`src/rtl/write_line_buffer.sv`:
```
// Single-entry store-merge buffer: collects CPU byte/word stores into one
// 128-bit line image and drains it to the lower level as a single burst.
module write_line_buffer (
  input  logic         clk,
  input  logic         reset,
  input  logic         cpu_write,
  input  logic [15:0]  cpu_address,
  input  logic [15:0]  cpu_wdata,
  input  logic [1:0]   cpu_wmask,
  output logic         cpu_resp,
  input  logic         flush,
  output logic         empty,
  input  logic [15:0]  snoop_address,
  output logic         snoop_hit,
  output logic         mem_write,
  output logic [15:0]  mem_address,
  output logic [127:0] mem_wdata,
  output logic [15:0]  mem_bytemask,
  input  logic         mem_resp
);

  typedef enum logic [1:0] {StEmpty, StHold, StDrain} state_e;

  state_e       state_q, state_d;
  logic [11:0]  tag_q, tag_d;
  logic [127:0] line_q, line_d;
  logic [15:0]  mask_q, mask_d;

  logic       tag_match;
  logic       accept;
  logic [2:0] word;
  logic [6:0] lo_base, hi_base;
  logic [3:0] lo_bit, hi_bit;
  logic       unused_addr_bits;

  assign word      = cpu_address[3:1];
  assign lo_base   = {word, 4'b0000};
  assign hi_base   = {word, 4'b1000};
  assign lo_bit    = {word, 1'b0};
  assign hi_bit    = {word, 1'b1};
  assign tag_match = (cpu_address[15:4] == tag_q);
  assign unused_addr_bits = ^{cpu_address[0], snoop_address[3:0]};

  // A mismatching store in HOLD is not accepted; it waits for the drain.
  assign accept = cpu_write &&
                  ((state_q == StEmpty) || ((state_q == StHold) && tag_match));

  always_ff @(posedge clk or posedge reset) begin
    if (reset) begin
      state_q <= StEmpty;
    end else begin
      state_q <= state_d;
    end
  end

  always_ff @(posedge clk or posedge reset) begin
    if (reset) begin
      tag_q  <= '0;
      line_q <= '0;
      mask_q <= '0;
    end else begin
      tag_q  <= tag_d;
      line_q <= line_d;
      mask_q <= mask_d;
    end
  end

  always_comb begin
    tag_d  = tag_q;
    line_d = line_q;
    mask_d = mask_q;
    if ((state_q == StDrain) && mem_resp) begin
      mask_d = '0;
    end
    if (accept && (cpu_wmask != 2'b00)) begin
      if (state_q == StEmpty) begin
        tag_d  = cpu_address[15:4];
        mask_d = '0;
      end
      if (cpu_wmask[0]) begin
        line_d[lo_base +: 8] = cpu_wdata[7:0];
        mask_d[lo_bit]       = 1'b1;
      end
      if (cpu_wmask[1]) begin
        line_d[hi_base +: 8] = cpu_wdata[15:8];
        mask_d[hi_bit]       = 1'b1;
      end
    end
  end

  always_comb begin
    state_d = state_q;
    unique case (state_q)
      StEmpty: begin
        if (cpu_write && (cpu_wmask != 2'b00)) begin
          state_d = StHold;
        end
      end
      StHold: begin
        if (cpu_write && !tag_match) begin
          state_d = StDrain;
        end else if (flush || (mask_d == 16'hFFFF)) begin
          state_d = StDrain;
        end
      end
      StDrain: begin
        if (mem_resp) begin
          state_d = StEmpty;
        end
      end
      default: state_d = StEmpty;
    endcase
  end

  always_comb begin
    cpu_resp     = accept && !reset;
    empty        = (state_q == StEmpty);
    snoop_hit    = (state_q != StEmpty) && (snoop_address[15:4] == tag_q);
    mem_write    = (state_q == StDrain);
    mem_address  = {tag_q, 4'b0000};
    mem_wdata    = line_q;
    mem_bytemask = mask_q;
  end

endmodule

```
`config.mk`:
```
export PLATFORM = sky130hd
export DESIGN_NAME = write_line_buffer
export DESIGN_NICKNAME = d
export VERILOG_FILES = /design/src/rtl/write_line_buffer.sv
export SDC_FILE = /design/constraint.sdc
export NUM_CORES = 1
export LEC_CHECK = 0
export ABC_AREA = 1
export BUFFER_PORTS_ARGS = -buffer_cell sky130_fd_sc_hd__clkbuf_2
export CELL_PAD_IN_SITES_DETAIL_PLACEMENT = 0
export CELL_PAD_IN_SITES_GLOBAL_PLACEMENT = 1
export CORE_ASPECT_RATIO = 1.4
export CORE_MARGIN = 5
export CORE_UTILIZATION = 25
export CTS_CLUSTER_SIZE = 24
export DETAILED_ROUTE_END_ITERATION = 16
export HOLD_SLACK_MARGIN = 0.06
export PLACE_DENSITY_LB_ADDON = 0.3
export SLEW_MARGIN = 20
export SYNTH_ARGS = -nofsm -noshare
export SYNTH_HDL_FRONTEND = slang
export SYNTH_SLANG_ARGS = --single-unit
```
`constraint.sdc`:
```
create_clock -name clk -period 5.1 [get_ports clk]
set_input_delay 0.51 -clock clk [delete_from_list [all_inputs] [get_ports clk]]
set_output_delay 0.51 -clock clk [all_outputs]
set_load 0.02 [all_outputs]
```
-- Word-level counts from Yosys, hierarchy flattened
Index checks and enable logic that the tools add are counted.
- logic and storage cells: 64
- output and inout bits: 164
- bits in latches: 0
- ROM bits: 0
- input port bits: 55
- register bits after elaboration: 158
- memories kept: 0
- RAM bits: 0
- divide/modulo/power cells: 0
- equal/unequal tests: 8
- bitwise gates (word level): 2
- shift-type cells: 4
- $add $sub $neg: 2
- order comparisons: 4
- muxes and demuxes: 21
- multiply operators: 0
- reductions and logical operators: 19
- operator list (cell ; count):
    two-way mux 128 bit ; 3
    bitwise mux 128 bit ; 2
    variable shift 8 x 9 -> 128 bit (first input constant) ; 2
    indexed part select 8 x 9 -> 128 bit ; 2
    two-way mux 16 bit ; 7
    equality test 12 bit ; 2
    negator 7 -> 9 bit ; 2
    equality test 16 bit (second input constant) ; 1
    bitwise OR 16 x 15 -> 16 bit ; 1
    bitwise OR 16 bit ; 1
    logical AND 1 bit ; 10
    less-than comparator 4 x 5 -> 1 bit (second input constant) ; 2
    greater-or-equal comparator 4 x 1 -> 1 bit (second input constant) ; 2
    two-way mux 2 bit ; 4
    demux 1 bit (select 3 bit) ; 2
    one-hot mux 2 bit (3 select lines) ; 1
    inequality test 2 x 1 -> 1 bit (second input constant) ; 2
    nonzero test 2 bit ; 2
    inequality test 3 x 1 -> 1 bit (second input constant) ; 1
    AND reduction 3 bit ; 1
    equality test 2 x 1 -> 1 bit (second input constant) ; 1
    equality test 2 bit (second input constant) ; 1
    zero test 1 bit ; 2
    zero test 2 bit ; 1
    3 further kinds ; 5

-- Longest topological paths before layout
Gate-level depths: netlist of the first run.
- depth in word-level cells: 17
- mapped depth: 19
- depth with buffers taken out: 18

-- Least setup slack after synthesis of the first run
No wires, ideal clock.
- path type: input to register
- start: input port cpu_address[1]
- end: register line_q[1] (netlist: mem_wdata[1])
- cell stages on the path: 11
- buffers on the path: 2
- required time: 4.969 ns
- arrival: 2.261 ns
- slack: 2.708 ns
- setup time: 0.131 ns
- cell sequence: inv_1 buf_1 ha_1 ha_1 inv_1 nand2_1 nor4_1 nand3_1 clkbuf_1 nand2_1 o21ai_0
- word-level cells in the longest chain between the ends: 7
- elaborated cells on any way between the ends: 11
- classes of those cells: 2 x add/sub; 4 x shift; 5 x mux
- ends and longest elaborated chain (item ; line ; source):
    from (decl) ; 7 ; input logic [15:0] cpu_address,
    negator 7 -> 9 bit ; 81 ; line_d[lo_base +: 8] = cpu_wdata[7:0];
    indexed part select 8 x 9 -> 128 bit / variable shift 8 x 9 -> 128 bit (equally long branches) ; 81 ;
    bitwise mux 128 bit ; 81 ;
    two-way mux 128 bit ; 80 ; if (cpu_wmask[0]) begin
    two-way mux 128 bit ; 75 ; if (accept && (cpu_wmask != 2'b00)) begin
    bitwise mux 128 bit ; 85 ; line_d[hi_base +: 8] = cpu_wdata[15:8];
    two-way mux 128 bit * ; 84 ; if (cpu_wmask[1]) begin
    to (signal assigned) ; 63 ; line_q <= line_d;
    to (decl) ; 26 ; logic [127:0] line_q, line_d;
Every way passes the cells marked *; elsewhere a longest branch is shown, timed or not. The select of a mux whose other input is x is not followed.
A chain may end at the register's enable or synchronous reset.

-- Worst setup path after layout of the first run
- start: register tag_q[4]
- end: register line_q[105] (netlist: mem_wdata[105])
- word-level cells in the longest chain between the ends: 5
- ends and longest elaborated chain (item ; line ; source):
    from (decl) ; 25 ; logic [11:0] tag_q, tag_d;
    from (signal assigned) ; 62 ; tag_q <= tag_d;
    equality test 12 bit ; 41 ; assign tag_match = (cpu_address[15:4] == tag_q);
    logical AND 1 bit ; 46 ; ((state_q == StEmpty) || ((state_q == StHold) && tag_match));
    logical OR 1 bit ; 46 ;
    logical AND 1 bit ; 45 ; assign accept = cpu_write &&
    logical AND 1 bit ; 75 ;
No other way between the ends.

==> impl_metrics.py, run 1 <==
metrics = {
    "logic_synthesis": {
        "synth_flop_cell": "dfrtp_1",
        "synth_cell_types": 39,
        "synth_edf_count": 0,
        "synth_cells": 793,
        "synth_common_cells": "nand2_1 (236), dfrtp_1 (158), inv_1 (76)",
        "synth_area_leaders": "dfrtp_1 (56%), nand2_1 (13%), inv_1 (4.0%)",
        "yosys_register_bits": 158,
        "synth_top_area_cell": "dfrtp_1",
        "yosys_warnings": 0,
        "synth_top_area_frac": 0.561,
        "syn_avg_cell_area_um2": 8.89,
        "async_flop_share": 1.00,
        "syn_area_um2": 7050,
        "synth-seq-area-share": 0.561,
        "synth_most_common_cell": "nand2_1",
    },
    "detailed_routing": {
        "drc_errors": 0,
        "dr.pass1.iters": 4,
        "via_per_inst": 4.38,
        "wire_per_inst_um": 16.9,
        "dr.first_iter.drc_count": 248,
        "routed_wl_um": 23200,
        "ant_nets": 0,
        "vias": 6016,
    },
    "clock_tree": {
        "cts_tree": "built",
        "cts-resized-gates": 0,
        "clk_pin_slew_ps": 70,
        "clockRootBuffer": "clkbuf_16",
        "h-tree-depth": 4,
        "post-cts-setup-buffers": 0,
        "cts_hold_buffers": 0,
        "cts_made_buffers": 17,
        "cts_sinks": 158,
        "insertion_delay_ps": 430,
        "clockBufferDepth": 2,
    },
    "timing": {
        "final_max_slew_viol_count": 0,
        "rsz0062_at_grt": "false",
        "hold_violations": 0,
        "finalSetupViolCount": 0,
        "worst_pin_slew_ps": 816,
        "max_freq_ghz": 0.347,
        "slew-limit-headroom": 0.455,
        "finalSetupTns_ps": 0,
        "post-route-period-util": 0.565,
        "fin_skew_ps": 12.2,
        "fin_crit_ps": 2880,
    },
    "global_route": {
        "grt_pass1_wl_um": 37000,
        "antenna_found_initial": 0,
        "grt_pass1_vias": 6206,
        "grt_use_total": 0.148,
        "grt_max_degree": 77,
        "overflow": 0,
    },
    "floorplanning": {
        "dieArea_um2": 31700,
        "core_area_um2": 27700,
        "num_io_pins": 219,
        "row_count": 72,
        "start_util": 0.254,
        "die_h_um": 209,
        "die_width_um": 152,
    },
    "pwr": {
        "peakVddDrop_mv": 0.229,
        "power.density_nw_per_um2": 559,
        "p_leak_nw": 4.78,
        "p_total_w": 0.00506,
    },
    "finish": {
        "nets": 1051,
        "drive_gt1_frac": 0.272,
        "syn2layout_area_growth_pct": 28.4,
        "fill_cells": 3031,
        "antenna_cells": 0,
    },
    "critical_path": {
        "path_class": "reg2reg",
        "r2r_end": "mem_wdata[105]$_DFFE_PP0P_",
        "cp.required_ps": 5410,
        "crit_path_end_kind": "flip-flop",
        "cp.arrival_ps": 3190,
        "cp-start-kind": "flip-flop",
        "rr_worst_depth": 11,
        "regToRegSetupSlack_ps": 2220,
        "reg2reg_from": "tag_q[4]$_DFFE_PP0P_",
        "cp-endpoint": "mem_wdata[105]$_DFFE_PP0P_",
        "startpoint": "tag_q[4]$_DFFE_PP0P_",
        "crit_fanout": 18,
    },
    "flow_run": {
        "drv_cap": 0,
    },
    "placement": {
        "port_buffers": 209,
        "dp_hpwl_um": 17100,
        "gp_congestion": 0.761,
    },
    "run_status": {
        "status": "complete, no violations",
    },
    "min_path": {
        "hold_path_class": "in2async",
    },
}
worst max-delay path, stage by stage, from the launching register on:
cell,delay [ps]
dfrtp_1,410
inv_1,110
nand2_1,60
nand2_1,50
nand2_1,50
nor2_1,150
nand3_1,200
nand2_4,260
nand3_4,260
inv_4,200
nand4_1,530
o31ai_1,450
kinds of logic after synthesis:
kind of cell               synth area share
and+or+nand+nor                       0.197
muxes                                0.0208
buffers and inverters                0.0742
AOI/OAI and AO/OA                     0.128
xor gates and xnor gates            0.00870
adders and majority gates            0.0106
other                              0.000532
DFF                                   0.561
layout by cell type (no fill, tap or decap), types with 4 or more instances in the layout:
| cell | synthesis | routed |
|---|---|---|
| nand2_1 | 236 | 236 |
| clkbuf_2 | 0 | 209 |
| dfrtp_1 | 158 | 158 |
| inv_1 | 76 | 75 |
| o21ai_0 | 44 | 44 |
| o21ai_1 | 44 | 44 |
| o31ai_1 | 35 | 35 |
| nor2_1 | 26 | 26 |
| nand4_1 | 20 | 20 |
| o22ai_1 | 19 | 19 |
| clkbuf_16 | 0 | 17 |
| nand3_1 | 14 | 14 |
| nor3_1 | 14 | 14 |
| inv_2 | 10 | 10 |
| mux2_1 | 9 | 9 |
| a21oi_1 | 7 | 7 |
| inv_6 | 0 | 7 |
| xnor2_1 | 6 | 6 |
| ha_1 | 6 | 6 |
| clkinv_1 | 5 | 5 |
| nand2_2 | 4 | 4 |
| mux2_2 | 4 | 4 |
| conb_1 | 1 | 4 |
cell type report:
type	instances	area (um2)	area share
clock buffer	17	425	0.0470
clock inverter	15	201	0.0223
inverter	92	353	0.0390
multi-input combinational	509	2580	0.286
sequential	158	3950	0.437
tap	370	463	0.0512
timing repair buffer	212	1070	0.118
state kept, by name, indices dropped and copies added, names as in the netlist:
name          cells
mem_wdata       128
mem_bytemask     16
tag_q            12
state_q           2
worst min-delay path by stage:
stage | slack, ps | to
after global placement | 470 | mem_wdata[15]$_DFFE_PP0P_
final | 190 | mem_wdata[31]$_DFFE_PP0P_
after global routing | 250 | mem_wdata[95]$_DFFE_PP0P_
after CTS | 230 | mem_wdata[95]$_DFFE_PP0P_
after detailed placement | 470 | mem_wdata[40]$_DFFE_PP0P_
after floorplan | 580 | state_q[1]$_DFFE_PP0P_
report_power, final:
part           internal (W)  switching [W]
Combinational      0.000571        0.00121
Clock              0.000790       0.000586
Sequential          0.00164       0.000262
metal layers:
layer,global-route usage,vias up,wire (um)
met4,0.0413,0,338
met1,0.183,2815,10200
li1,-,3008,-
met5,0,-,0
met2,0.250,176,11300
met3,0.0439,17,1360
through the flow:
| stage | util | setup slack, ps | cells | hold slack, ps | cell area (um2) |
|---|---|---|---|---|---|
| finish | 0.326 | 2220 | 1373 | 185 | 9050 |
| global route | 0.326 | 1870 | 1373 | 249 | 9050 |
| CTS | 0.326 | 2110 | 1373 | 233 | 9050 |
| detailed placement | 0.304 | 1840 | 1341 | 471 | 8420 |
| global placement | 0.304 | 1870 | 1341 | 465 | 8420 |
| floorplan | - | 327 | 796 | 580 | 7060 |
Power figures use the tool's default switching activity.
==> inputs of run 2 (changes only) <==
--- a/config.mk
+++ b/config.mk
@@ -5,7 +5,7 @@
 export SDC_FILE = /design/constraint.sdc
 export NUM_CORES = 1
 export LEC_CHECK = 0
-export ABC_AREA = 1
+export ABC_AREA = 0
 export BUFFER_PORTS_ARGS = -buffer_cell sky130_fd_sc_hd__clkbuf_2
 export CELL_PAD_IN_SITES_DETAIL_PLACEMENT = 0
 export CELL_PAD_IN_SITES_GLOBAL_PLACEMENT = 1
==> constraint.sdc (replaced) <==
create_clock -name clk -period 2.55 [get_ports clk]
set_input_delay 0.255 -clock clk [delete_from_list [all_inputs] [get_ports clk]]
set_output_delay 0.255 -clock clk [all_outputs]
set_load 0.02 [all_outputs]
==> impl_metrics.py, run 2 <==
metrics = {
    "logic_synthesis": {
        "async_flop_share": 1.00,
        "yosys_warnings": 0,
        "synth_xor_area_frac": 0.0309,
        "synth_most_common_cell": "dfrtp_1",
        "synth-seq-area-share": 0.581,
        "muxShareOfSynthArea": 0.123,
        "synth_top_area_frac": 0.581,
        "synth_edf_count": 0,
        "synth_cell_types": 53,
        "yosys.area_share.simple": 0.132,
        "yosys_register_bits": 158,
        "synth_top_area_cell": "dfrtp_1",
        "synth_cells": 591,
        "synth_fa_ha_area_frac": 0.0110,
        "syn_area_um2": 6810,
        "syn_avg_cell_area_um2": 11.5,
        "synth_flop_cell": "dfrtp_1",
        "synth_common_cells": "dfrtp_1 (158), nand2_1 (132), o21ai_0 (74)",
        "synth_top_family_by_area": "simple AND/OR/NAND/NOR gates",
        "synth_area_leaders": "dfrtp_1 (58%), mux2_2 (8.8%), nand2_1 (7.3%)",
        "synth_compound_area_frac": 0.0938,
    },
    "global_route": {
        "met1_usage": 0.173,
        "overflow": 0,
        "grtUsageMet3": 0.0401,
        "use_met2": 0.248,
        "antenna_found_initial": 0,
        "busiest_layer": "met2",
        "grt_use_total": 0.143,
        "grt_pass1_vias": 5565,
        "grt_pass1_wl_um": 33400,
        "grt_max_degree": 40,
    },
    "pwr": {
        "p_total_w": 0.00972,
        "p_leak_nw": 4.57,
        "power.density_nw_per_um2": 1050,
        "peakVddDrop_mv": 0.480,
    },
    "critical_path": {
        "crit_fanout": 8,
        "path_class": "reg2reg",
        "cp.required_ps": 2870,
        "crit_path_end_kind": "flip-flop",
        "cp-start-kind": "flip-flop",
        "cp.arrival_ps": 2760,
    },
    "timing": {
        "max_freq_ghz": 0.410,
        "finalSetupViolCount": 0,
        "slew-limit-headroom": 0.387,
        "worst_pin_slew_ps": 918,
        "holdWs_ps": 81.6,
        "hold_violations": 0,
        "final_max_slew_viol_count": 0,
        "post-route-period-util": 0.957,
        "fin_skew_ps": 9.99,
        "fin_ws_ps": 109,
        "fin_crit_ps": 2440,
        "rsz0062_at_grt": "true",
    },
    "clock_tree": {
        "clockRootBuffer": "clkbuf_16",
        "cts_made_buffers": 17,
        "insertion_delay_ps": 430,
        "clk_pin_slew_ps": 70,
        "h-tree-depth": 4,
        "clockBufferDepth": 2,
        "cts_sinks": 158,
        "cts_tree": "built",
    },
    "placement": {
        "dp_hpwl_um": 16400,
        "placed_cell_area_um2": 8550,
        "port_buffers": 209,
        "dp_slack_ps": -17.6,
        "gp_congestion": 0.776,
    },
    "flow_run": {
        "drv_cap": 0,
    },
    "finish": {
        "drive_gt1_frac": 0.451,
        "syn2layout_area_growth_pct": 36.4,
        "nets": 906,
        "mostFrequentLayoutCells": "clkbuf_2 (208), dfrtp_1 (152), nand2_1 (127), o21ai_0 (73), mux2_2 (53)",
        "utilization": 0.345,
        "design_area_um2": 9280,
        "antenna_cells": 0,
        "mostFrequentLayoutCell": "clkbuf_2",
        "largest_reg_flops": 128,
        "fill_cells": 2815,
    },
    "detailed_routing": {
        "ant_nets": 0,
        "vias": 5304,
        "routed_wl_um": 21600,
        "via_per_inst": 4.34,
        "drc_errors": 0,
        "wire_per_inst_um": 17.7,
        "dr.first_iter.drc_count": 194,
        "dr.pass1.iters": 4,
    },
    "floorplanning": {
        "row_count": 71,
        "dieArea_um2": 30700,
        "die_width_um": 149,
        "num_io_pins": 219,
        "start_util": 0.253,
        "die_h_um": 205,
        "core_area_um2": 26900,
    },
    "min_path": {
        "hold_path_class": "in2reg",
    },
    "run_status": {
        "status": "complete, no violations",
    },
}
-- run 2: cell count changes in the layout (fill, tap and decap cells not counted), sizes merged, moves of 4 or more --
cell and change:
inv -86, mux2 +56, a22o +9, xor2 +16, nor4 +4, buf +45
o21ai -11, o31ai -34, nand2 -108, o22ai -19, nor3 -11, nor2 -18
nand3 -5, nand4 -17
-- run 2: per-layer routing --
layer | vias up | share of wire
li1 | 2553 | -
met4 | 0 | 0.019
met1 | 2574 | 0.42
met3 | 24 | 0.060
met5 | - | 0
met2 | 153 | 0.50
-- run 2: metrics by stage --
stage | setup TNS, ps | cells
after global placement | 0 | 1184
after detailed placement | -115 | 1184
after global routing | -256 | 1223
final | 0 | 1223
after floorplan | -11.7 | 594
after CTS | 0 | 1219
-- run 2: cell type report --
| class | instances | area, um2 | share of cell area |
|---|---|---|---|
| Tap cell | 365 | 457 | 0.0492 |
| Multi-Input combinational cell | 402 | 2740 | 0.295 |
| Inverter | 7 | 30.0 | 0.00324 |
| Sequential cell | 158 | 3960 | 0.427 |
| Clock inverter | 12 | 161 | 0.0174 |
| Clock buffer | 20 | 437 | 0.0470 |
| Timing Repair Buffer | 259 | 1490 | 0.161 |
-- run 2: power breakdown --
group	internal (W)	switching, W
clock	0.00155	0.00111
combinational	0.00137	0.00199
sequential	0.00321	0.000480
total	0.00613	0.00359
-- run 2: final timing paths --
kind | start | to | slack [ps] | depth (start not counted)
max in group asynchronous | reset | mem_wdata[78]$_DFFE_PP0P_ | 1280 | 4
max reg2reg | tag_q[8]$_DFFE_PP0P_ | mem_wdata[80]$_DFFE_PP0P_ | 110 | 9
min | cpu_address[7] | tag_q[3]$_DFFE_PP0P_ | 80 | 2
min in group asynchronous | reset | tag_q[3]$_DFFE_PP0P_ | 560 | 3
max | tag_q[8]$_DFFE_PP0P_ | mem_wdata[80]$_DFFE_PP0P_ | 110 | 9
min reg2reg | mem_wdata[40]$_DFFE_PP0P_ | mem_wdata[40]$_DFFE_PP0P_ | 470 | 2
-- run 2: cell families (layout without fill, tap and decap cells) --
| logic type | Yosys count | count (layout) |
|---|---|---|
| buf+inv | 34 | 298 |
| xor+xnor | 24 | 24 |
| fa+ha+maj | 6 | 6 |
| simple gates | 191 | 191 |
| mux | 69 | 69 |
| other cells | 1 | 4 |
| flops | 158 | 158 |
| compound gates | 108 | 108 |
-- run 2: what timing repair did --
item,in CTS,in global routing
buffers inserted,0,5
hold buffers,3,0
pin swaps,1,4
endpoints found under the setup margin,24,78
hold endpoints to repair,29,0
gates resized for setup,3,11
-- run 2: worst max-delay path, cell delays in order, from the launching register on --
cell and delay, ps:
dfrtp_2 430, xor2_1 150, nor4_2 260, buf_4 180, a31oi_4 100, nand2b_4 170
nor3b_4 190, and2b_2 200, and3_4 300, mux2_4 320
==> inputs of run 3 (changes only) <==
--- a/config.mk
+++ b/config.mk
@@ -12,10 +12,12 @@
 export CORE_ASPECT_RATIO = 1.4
 export CORE_MARGIN = 5
 export CORE_UTILIZATION = 25
+export CTS_BUF_LIST = sky130_fd_sc_hd__clkbuf_16
 export CTS_CLUSTER_SIZE = 24
 export DETAILED_ROUTE_END_ITERATION = 16
 export HOLD_SLACK_MARGIN = 0.06
 export PLACE_DENSITY_LB_ADDON = 0.3
+export SETUP_SLACK_MARGIN = 0.4
 export SLEW_MARGIN = 20
 export SYNTH_ARGS = -nofsm -noshare
 export SYNTH_HDL_FRONTEND = slang
==> impl_metrics.py, run 3 (same netlist as run 2, synthesis figures left out) <==
metrics = {
    "critical_path": {
        "cp.required_ps": 2860,
        "path_class": "reg2reg",
        "worst-path-buf-inv": 1,
        "max_stage_delay_ps": 410,
        "crit_path_end_kind": "flip-flop",
        "crit_fanout": 8,
        "regToRegSetupSlack_ps": 70,
        "cp.arrival_ps": 2790,
        "r2r_end": "mem_wdata[80]$_DFFE_PP0P_",
        "rr_worst_depth": 9,
        "cp-start-kind": "flip-flop",
        "path_cells": "xor2_1 -> nor4_2 -> buf_4 -> a31oi_4 -> nand2b_4 -> nor3b_4 -> and2b_2 -> and3_4 -> mux2_4",
        "reg2reg_from": "tag_q[6]$_DFFE_PP0P_",
        "critPathSlowestCell": "dfrtp_2",
        "critPathTopFamily": "simple AND/OR/NAND/NOR gates",
    },
    "pwr": {
        "p_leak_nw": 5.00,
        "p_total_w": 0.0103,
        "power.density_nw_per_um2": 999,
        "peakVddDrop_mv": 0.485,
    },
    "global_route": {
        "antenna_found_initial": 0,
        "grt_pass1_vias": 5639,
        "grt_pass1_wl_um": 34500,
        "grt_use_total": 0.149,
        "overflow": 0,
        "grt_max_degree": 85,
    },
    "timing": {
        "fin_skew_ps": 8.94,
        "fin_crit_ps": 2480,
        "post-route-period-util": 0.974,
        "max_freq_ghz": 0.403,
        "final_max_slew_viol_count": 0,
        "finalSetupViolCount": 0,
        "holdWs_ps": 83.4,
        "rsz0062_at_grt": "true",
        "slew-limit-headroom": 0.542,
        "hold_violations": 0,
        "worst_pin_slew_ps": 685,
    },
    "clock_tree": {
        "h-tree-depth": 4,
        "cts_made_buffers": 17,
        "clockBufferDepth": 2,
        "cts_sinks": 158,
        "cts_tree": "built",
        "insertion_delay_ps": 430,
        "clk_pin_slew_ps": 70,
        "clockRootBuffer": "clkbuf_16",
    },
    "floorplanning": {
        "die_h_um": 205,
        "core_area_um2": 26900,
        "num_io_pins": 219,
        "die_width_um": 149,
        "start_util": 0.253,
        "row_count": 71,
        "dieArea_um2": 30700,
    },
    "finish": {
        "mostFrequentLayoutCell": "clkbuf_2",
        "drive_gt1_frac": 0.561,
        "seq_area_um2": 3960,
        "nets": 938,
        "mostFrequentLayoutCells": "clkbuf_2 (207), dfrtp_1 (152), nand2_1 (87), mux2_4 (48), buf_4 (44)",
        "syn2layout_area_growth_pct": 51.8,
        "multiInputGateArea_um2": 3430,
        "largest_reg_flops": 128,
        "fill_cells": 2746,
        "antenna_cells": 0,
    },
    "detailed_routing": {
        "vias": 5588,
        "dr.pass1.iters": 4,
        "via_per_inst": 4.46,
        "dr.first_iter.drc_count": 142,
        "ant_nets": 0,
        "drc_errors": 0,
        "wire_per_inst_um": 18.8,
        "routed_wl_um": 23600,
    },
    "min_path": {
        "min_to": "tag_q[9]$_DFFE_PP0P_",
        "min-delay-start": "cpu_address[13]",
        "hold_depth": 2,
        "hold_path_class": "in2reg",
    },
    "flow_run": {
        "drv_cap": 0,
    },
    "placement": {
        "port_buffers": 209,
        "dp_hpwl_um": 16300,
        "gp_congestion": 0.745,
    },
    "run_status": {
        "status": "complete, no violations",
    },
}
## run 3: changes by cell type in the layout (fill, tap and decap cells not counted), sizes merged
cell | previous run | this run
nand2 | 133 | 138
buf | 48 | 76
dlygate4sd3 | 3 | 1
clkbuf | 228 | 224
inv | 9 | 8
clkinvlp | 3 | 5
clkinv | 4 | 5
nand3 | 12 | 14
## run 3: per-stage QoR
step | setup TNS (ps) | util | setup slack, ps | instance area [um2] | cells
final | 0 | 0.384 | 65.8 | 10300 | 1254
after global routing | -839 | 0.384 | -42.0 | 10300 | 1254
after CTS | 0 | 0.357 | 45.2 | 9620 | 1231
after detailed placement | -1240 | 0.317 | -68.3 | 8520 | 1176
after global placement | -878 | 0.317 | -46.4 | 8520 | 1176
after floorplan | -4.23 | - | -0.312 | 6930 | 594
## run 3: power by group
group / internal, W / switching [W]
Sequential: 0.00321 / 0.000485
Combinational: 0.00177 / 0.00223
Clock: 0.00153 / 0.00109
Total: 0.00651 / 0.00381
## run 3: layout make-up
cell class / count / area share
flip-flops and latches: 158 / 0.383
repair buffers: 284 / 0.180
inverters: 7 / 0.00291
clock buffers: 17 / 0.0412
multi-input cells: 409 / 0.332
well taps: 365 / 0.0442
clock inverters: 14 / 0.0162
## run 3: what timing repair did
action,in CTS,in global routing
gates cloned,4,6
hold buffers,1,0
setup buffers,19,17
endpoints found under the setup margin,144,145
pin swaps,23,60
hold endpoints to repair,131,0
resized for setup,67,161
## run 3: layer usage
metal | global-route usage | share of wire | routed length (um)
met1 | 0.176 | 0.40 | 9490
met2 | 0.264 | 0.53 | 12500
met3 | 0.0364 | 0.048 | 1120
met4 | 0.0484 | 0.019 | 442
met5 | 0 | 0 | 0
## run 3: worst max path at each step
stage	from	to	slack, ps	depth (start not counted)
CTS	tag_q[6]$_DFFE_PP0P_	mem_wdata[81]$_DFFE_PP0P_	50	9
global route	tag_q[4]$_DFFE_PP0P_	mem_wdata[67]$_DFFE_PP0P_	-40	10
floorplan	tag_q[8]$_DFFE_PP0P_	mem_wdata[80]$_DFFE_PP0P_	-0.3	9
detailed placement	tag_q[8]$_DFFE_PP0P_	mem_wdata[81]$_DFFE_PP0P_	-70	9
global placement	tag_q[2]$_DFFE_PP0P_	mem_wdata[81]$_DFFE_PP0P_	-50	9
finish	tag_q[6]$_DFFE_PP0P_	mem_wdata[80]$_DFFE_PP0P_	70	9
